$ cat src/rtl/scrbrd_pkg.sv
`default_nettype none
// +-----------------------------------------------------------------+
// | scrbrd_pkg: shared types and helpers for rob_scoreboard         |
// | Rev 1.0                                                         |
// +-----------------------------------------------------------------+
package scrbrd_pkg;

  typedef enum logic [1:0] {
    ST_FREE  = 2'd0,
    ST_ALLOC = 2'd1,
    ST_DONE  = 2'd2
  } entry_state_t;

  // Index bits plus one wrap bit.
  function automatic int scrbrd_ptr_w(input int depth);
    return $clog2(depth) + 1;
  endfunction

endpackage
`default_nettype wire

$ cat src/rtl/scrbrd_ptr.sv
`default_nettype none
// +-----------------------------------------------------------------+
// | scrbrd_ptr: wrap-bit pointer register with increment and clear  |
// | Rev 1.0                                                         |
// +-----------------------------------------------------------------+
module scrbrd_ptr #(
  parameter int WIDTH = 6
) (
  input  logic             clk,
  input  logic             rst,
  input  logic             inc_i,
  input  logic             clr_i,
  output logic [WIDTH-1:0] ptr_o
);

  logic [WIDTH-1:0] ptr_q;
  logic [WIDTH-1:0] ptr_d;

  always_comb begin
    ptr_d = ptr_q;
    if (clr_i) begin
      ptr_d = '0;
    end else if (inc_i) begin
      ptr_d = ptr_q + 1'b1;
    end
  end

  always_ff @(posedge clk) begin
    if (rst) begin
      ptr_q <= '0;
    end else begin
      ptr_q <= ptr_d;
    end
  end

  assign ptr_o = ptr_q;

endmodule
`default_nettype wire

$ cat src/rtl/rob_scoreboard.sv
`default_nettype none
// +-----------------------------------------------------------------+
// | rob_scoreboard: in-order alloc, out-of-order complete, in-order |
// | retire scoreboard. Optional retire counter: SCRBRD_STATS_EN.    |
// | Rev 1.0                                                         |
// +-----------------------------------------------------------------+
module rob_scoreboard
  import scrbrd_pkg::*;
#(
  parameter int DEPTH        = 32,
  parameter int PC_WIDTH     = 32,
  parameter int OPCODE_WIDTH = 5,
  parameter int NUM_CPL      = 2
) (
  input  logic                               clk,
  input  logic                               rst,
  input  logic                               alloc_vld,
  output logic                               alloc_rdy,
  input  logic [PC_WIDTH-1:0]                alloc_pc,
  input  logic [OPCODE_WIDTH-1:0]            alloc_opcode,
  output logic [$clog2(DEPTH)-1:0]           alloc_idx,
  input  logic [NUM_CPL-1:0]                 cpl_vld,
  input  logic [NUM_CPL*$clog2(DEPTH)-1:0]   cpl_idx,
  output logic                               cpl_err,
  output logic                               ret_vld,
  input  logic                               ret_rdy,
  output logic [$clog2(DEPTH)-1:0]           ret_idx,
  output logic [PC_WIDTH-1:0]                ret_pc,
  output logic [OPCODE_WIDTH-1:0]            ret_opcode,
  input  logic                               flush,
  output logic [$clog2(DEPTH):0]             count,
  output logic                               empty,
  output logic                               full,
  output logic [31:0]                        stat_retired
);

  localparam int IW   = $clog2(DEPTH);
  localparam int PTRW = scrbrd_ptr_w(DEPTH);

  logic [PTRW-1:0]         head_ptr;
  logic [PTRW-1:0]         tail_ptr;
  logic [IW-1:0]           head_idx;
  logic [IW-1:0]           tail_idx;
  logic                    alloc_fire;
  logic                    ret_fire;

  entry_state_t            st_q [DEPTH];
  entry_state_t            st_d [DEPTH];
  logic [PC_WIDTH-1:0]     pc_q [DEPTH];
  logic [OPCODE_WIDTH-1:0] op_q [DEPTH];
  logic                    cpl_err_q;
  logic                    cpl_err_d;

  assign head_idx = head_ptr[IW-1:0];
  assign tail_idx = tail_ptr[IW-1:0];

  assign empty     = (head_ptr == tail_ptr);
  assign full      = (head_idx == tail_idx) && (head_ptr[IW] != tail_ptr[IW]);
  assign count     = tail_ptr - head_ptr;
  assign alloc_rdy = !full;
  assign alloc_idx = tail_idx;

  // Flush wins over every other event in the same cycle.
  assign alloc_fire = alloc_vld && !full && !flush;
  assign ret_vld    = !empty && (st_q[head_idx] == ST_DONE);
  assign ret_fire   = ret_vld && ret_rdy && !flush;

  assign ret_idx    = head_idx;
  assign ret_pc     = pc_q[head_idx];
  assign ret_opcode = op_q[head_idx];
  assign cpl_err    = cpl_err_q;

  scrbrd_ptr #(.WIDTH(PTRW)) u_head (
    .clk   (clk),
    .rst   (rst),
    .inc_i (ret_fire),
    .clr_i (flush),
    .ptr_o (head_ptr)
  );

  scrbrd_ptr #(.WIDTH(PTRW)) u_tail (
    .clk   (clk),
    .rst   (rst),
    .inc_i (alloc_fire),
    .clr_i (flush),
    .ptr_o (tail_ptr)
  );

  always_comb begin
    st_d      = st_q;
    cpl_err_d = 1'b0;
    // Completions look at the registered state, so two ports hitting the
    // same ALLOC entry both see ALLOC and neither raises an error.
    for (int p = 0; p < NUM_CPL; p++) begin
      if (cpl_vld[p]) begin
        if (st_q[cpl_idx[p*IW +: IW]] == ST_ALLOC) begin
          st_d[cpl_idx[p*IW +: IW]] = ST_DONE;
        end else begin
          cpl_err_d = 1'b1;
        end
      end
    end
    if (ret_fire) begin
      st_d[head_idx] = ST_FREE;
    end
    if (alloc_fire) begin
      st_d[tail_idx] = ST_ALLOC;
    end
    if (flush) begin
      for (int e = 0; e < DEPTH; e++) begin
        st_d[e] = ST_FREE;
      end
      cpl_err_d = 1'b0;
    end
  end

  always_ff @(posedge clk) begin
    if (rst) begin
      for (int e = 0; e < DEPTH; e++) begin
        st_q[e] <= ST_FREE;
      end
      cpl_err_q <= 1'b0;
    end else begin
      st_q      <= st_d;
      cpl_err_q <= cpl_err_d;
    end
  end

  // Payload is only meaningful while the entry is live, so it is not reset.
  always_ff @(posedge clk) begin
    if (alloc_fire) begin
      pc_q[tail_idx] <= alloc_pc;
      op_q[tail_idx] <= alloc_opcode;
    end
  end

`ifdef SCRBRD_STATS_EN
  logic [31:0] stat_q;

  always_ff @(posedge clk) begin
    if (rst) begin
      stat_q <= 32'd0;
    end else if (ret_fire) begin
      stat_q <= stat_q + 32'd1;
    end
  end

  assign stat_retired = stat_q;
`else
  assign stat_retired = 32'd0;
`endif

endmodule
`default_nettype wire

$ cat config.mk
export PLATFORM = sky130hd
export DESIGN_NAME = rob_scoreboard
export DESIGN_NICKNAME = d
export VERILOG_FILES = /design/src/rtl/scrbrd_pkg.sv /design/src/rtl/scrbrd_ptr.sv /design/src/rtl/rob_scoreboard.sv
export SDC_FILE = /design/constraint.sdc
export NUM_CORES = 1
export LEC_CHECK = 0
export BUFFER_PORTS_ARGS = -buffer_cell sky130_fd_sc_hd__buf_4
export CAP_MARGIN = 5
export CORE_AREA = 2 2 386 388
export CTS_CLUSTER_SIZE = 40
export DETAILED_ROUTE_END_ITERATION = 10
export DIE_AREA = 0 0 388 390
export PLACE_DENSITY_LB_ADDON = 0.08
export SLEW_MARGIN = 20
export SYNTH_ARGS = -nofsm -noshare
export SYNTH_HDL_FRONTEND = slang
export SYNTH_SLANG_ARGS = --single-unit
$ cat constraint.sdc
create_clock -name clk -period 12.4 [get_ports clk]
set_clock_uncertainty 0.2 [all_clocks]
set_input_delay 0.62 -clock clk [delete_from_list [all_inputs] [get_ports clk]]
set_output_delay 0.62 -clock clk [all_outputs]
set_load 0.02 [all_outputs]
==> out/qor.yml <==
outcome:
  status: "completed"
critical_path:
  worstPathRequired_ps: 11580
  worstPathCellList: "buf_4 > buf_4 > mux4_2 > mux4_2 > mux2_2 > buf_4"
  arrival_ps: 5010
  critical_path.endpoint_type: "output pin"
  path_max_fanout: 62
  criticalPathCategory: "register to output pin"
  worstSetupStartpointType: "register"
  timing.critical_path.mode_cell: "buf_4"
  slowest_delay_ps: 900
  crit_slowest_cell: "dfxtp_4"
  r2r_setup_slack_ps: 7610
pwr:
  p_leak_uw: 0.0178
  pwr-share-seq_pct: 52.6
  p_per_area_nw_per_um2: 151
  clock_power_share_pct: 45.3
  combPwrFrac_pct: 2.2
  vdd_drop_max_uv: 118
  p_switching_uw: 1830
  internal-power_uw: 7070
  swShare_pct: 20.6
sta:
  fmax_ghz: 0.171
  tns_ps: 0
  setup_viol: 0
  maxSlewViolCount: 0
  hold_viol_final: 0
  max_slew_margin_pct: 27.0
  finalCriticalPeriod_ps: 5830
  rsz0062_at_grt: "no"
  fin_ws_ps: 6570
  fin_crit_sh_pct: 47.0
  tightest_slew_ps: 1100
  whs_ps: 66.7
route:
  highest_layer: "met5"
  drtIter0Drc: 2235
  wl_met2_um: 71200
  detail-route-antenna-nets: 0
  vias_per_cell: 5.43
  drc: 0
  drt_pass1_iterations: 7
  route.met3.wl_um: 7600
  num_vias: 25400
  drt_wl_total_um: 142000
  post_drt_wl_per_cell_um: 30.4
  m1WireLength_um: 60600
yosys:
  yosysSeqAreaShare_pct: 72.6
  ys_warn_count: 0
  syn_inst: 2466
  ys_top_cells_by_count: "edfxtp_1 (1,184), mux4_2 (382), clkbuf_1 (87)"
  yosys-top-cells-area: "edfxtp_1 (69%), mux4_2 (17%), dfxtp_1 (3.2%)"
  async_flop_share_pct: 0
  synth_top_area_share_pct: 69.4
  synth_edf_count: 1184
  yosysTopAreaCell: "edfxtp_1"
  ys_types: 72
  yosys_register_bits: 1266
  syn_area_per_cell_um2: 20.8
  yosysMostFrequentCell: "edfxtp_1"
  syn_area_um2: 51200
  ys.flop_type: "edfxtp_1"
clock_tree:
  htree_levels: 4
  cts_tree: "done"
  path_clk_slew_ps: 60
  clockBufferDepth: 3
  root_buffer: "clkbuf_16"
  worstSkewPairLatency_ps: 760
  cts.sinks: 1266
  cts_buffers: 142
  cts_resized: 0
  cts_setup_buffers: 0
grt:
  grt_pass1_wl_um: 203000
  grt_max_degree: 127
  grt.total_usage_pct: 18.9
  antenna_found_initial: 5
  grt_pass1_vias: 26900
  grt_overflow_total: 0
finish:
  design_area_um2: 58900
  layout-drive-gt1-share_pct: 30.7
  utilization_pct: 40.0
  nNetsFinal: 2706
  area_growth_pct: 15.0
floorplan:
  num_io_pins: 144
  core_um2: 147000
  fp.dieH_um: 390
  die_x_um: 388
  start_util_pct: 34.8
  die-area_um2: 151000
  num_rows: 141
place:
  numPortBuffers: 111
  pre_cts_slack_ps: 7240
  dp_hpwl_um: 74000
  postPlaceCellArea_um2: 54300
  routabilityCongestion: 0.859
flow_run:
  cap_violations: 0
hold_path:
  worstHoldPathType: "input pin to register"
## stage by stage
stage	power, uW	cells
2_1_floorplan	4860	2497
3_3_place_gp	4950	4403
3_5_place_dp	4950	4403
4_1_cts	9020	4680
5_1_grt	9190	4682
6_report	8900	4682
## power groups by stage
stage	logic [uW]	clock network [uW]	registers, uW
2_1_floorplan	88.1	0	4770
3_3_place_gp	182	0	4770
3_5_place_dp	187	0	4770
4_1_cts	193	4150	4680
5_1_grt	208	4310	4680
6_report	192	4030	4680
## cell families (layout without fill, tap and decap cells)
family	count (synthesis)	count (layout)	synth area share [%]
other	1	34	0.00732
buffers and inverters	225	478	2.07
multiplexers	491	491	19.1
AO/OA/AOI/OAI	215	215	3.03
AND/OR/NAND/NOR	242	242	2.59
XOR/XNOR	12	12	0.205
adder cells (fa/ha/maj)	14	14	0.357
flip-flops	1266	1266	72.6
## final timing paths
kind / startpoint / endpoint / cells past startpoint
worst max-delay path: register / ret_pc[10] / 6
worst min-delay path: alloc_pc[30] / pc_q[30][30] / 1
worst max register to register: u_head.ptr_o[2] / pc_q[2][12] / 10
worst min register to register: st_q[43] / st_q[43] / 2
## state kept, by name (all words and copies together) (netlist names), named ones only
register,flops
u_head.ptr_o,6
u_tail.ptr_o,6
op_q,160
cpl_err,1
st_q,64
pc_q,1024
## layer usage
metal | track usage [%] | vias up
met5 | 0 | -
met4 | 5.21 | 4
met3 | 3.70 | 183
met2 | 31.7 | 778
met1 | 25.2 | 13800
li1 | - | 10700
## cells in the final DEF, fill, tap and decap left out, types with 43 or more instances in the layout
master	n
nand2_1	47
clkbuf_16	144
edfxtp_1	1184
mux2_2	43
clkbuf_1	43
nor2_1	45
dfxtp_1	77
buf_4	159
mux2i_1	64
mux4_2	382
## cell type report
cell class                 instances  area [um^2]
fill                           13100        88200
sequential                      1266        37200
multi-input combinational       1006        13200
clock buffer                     187         3760
tap                             1930         2410
timing repair buffer             182         1440
clock inverter                    69          664
inverter                          40          160
antenna                            2         5.00
## critical path: cells and delay by family, from the launching register on
kind | cells | cell delay [ps]
buf+inv | 3 | 1900
mux | 3 | 1250
flops | 1 | 900
## repair_timing
action,4_1_cts,5_1_grt
setup endpoints to repair,0,0
hold buffers,21,0
hold endpoints to repair,277,0
Power figures use the tool's default switching activity.
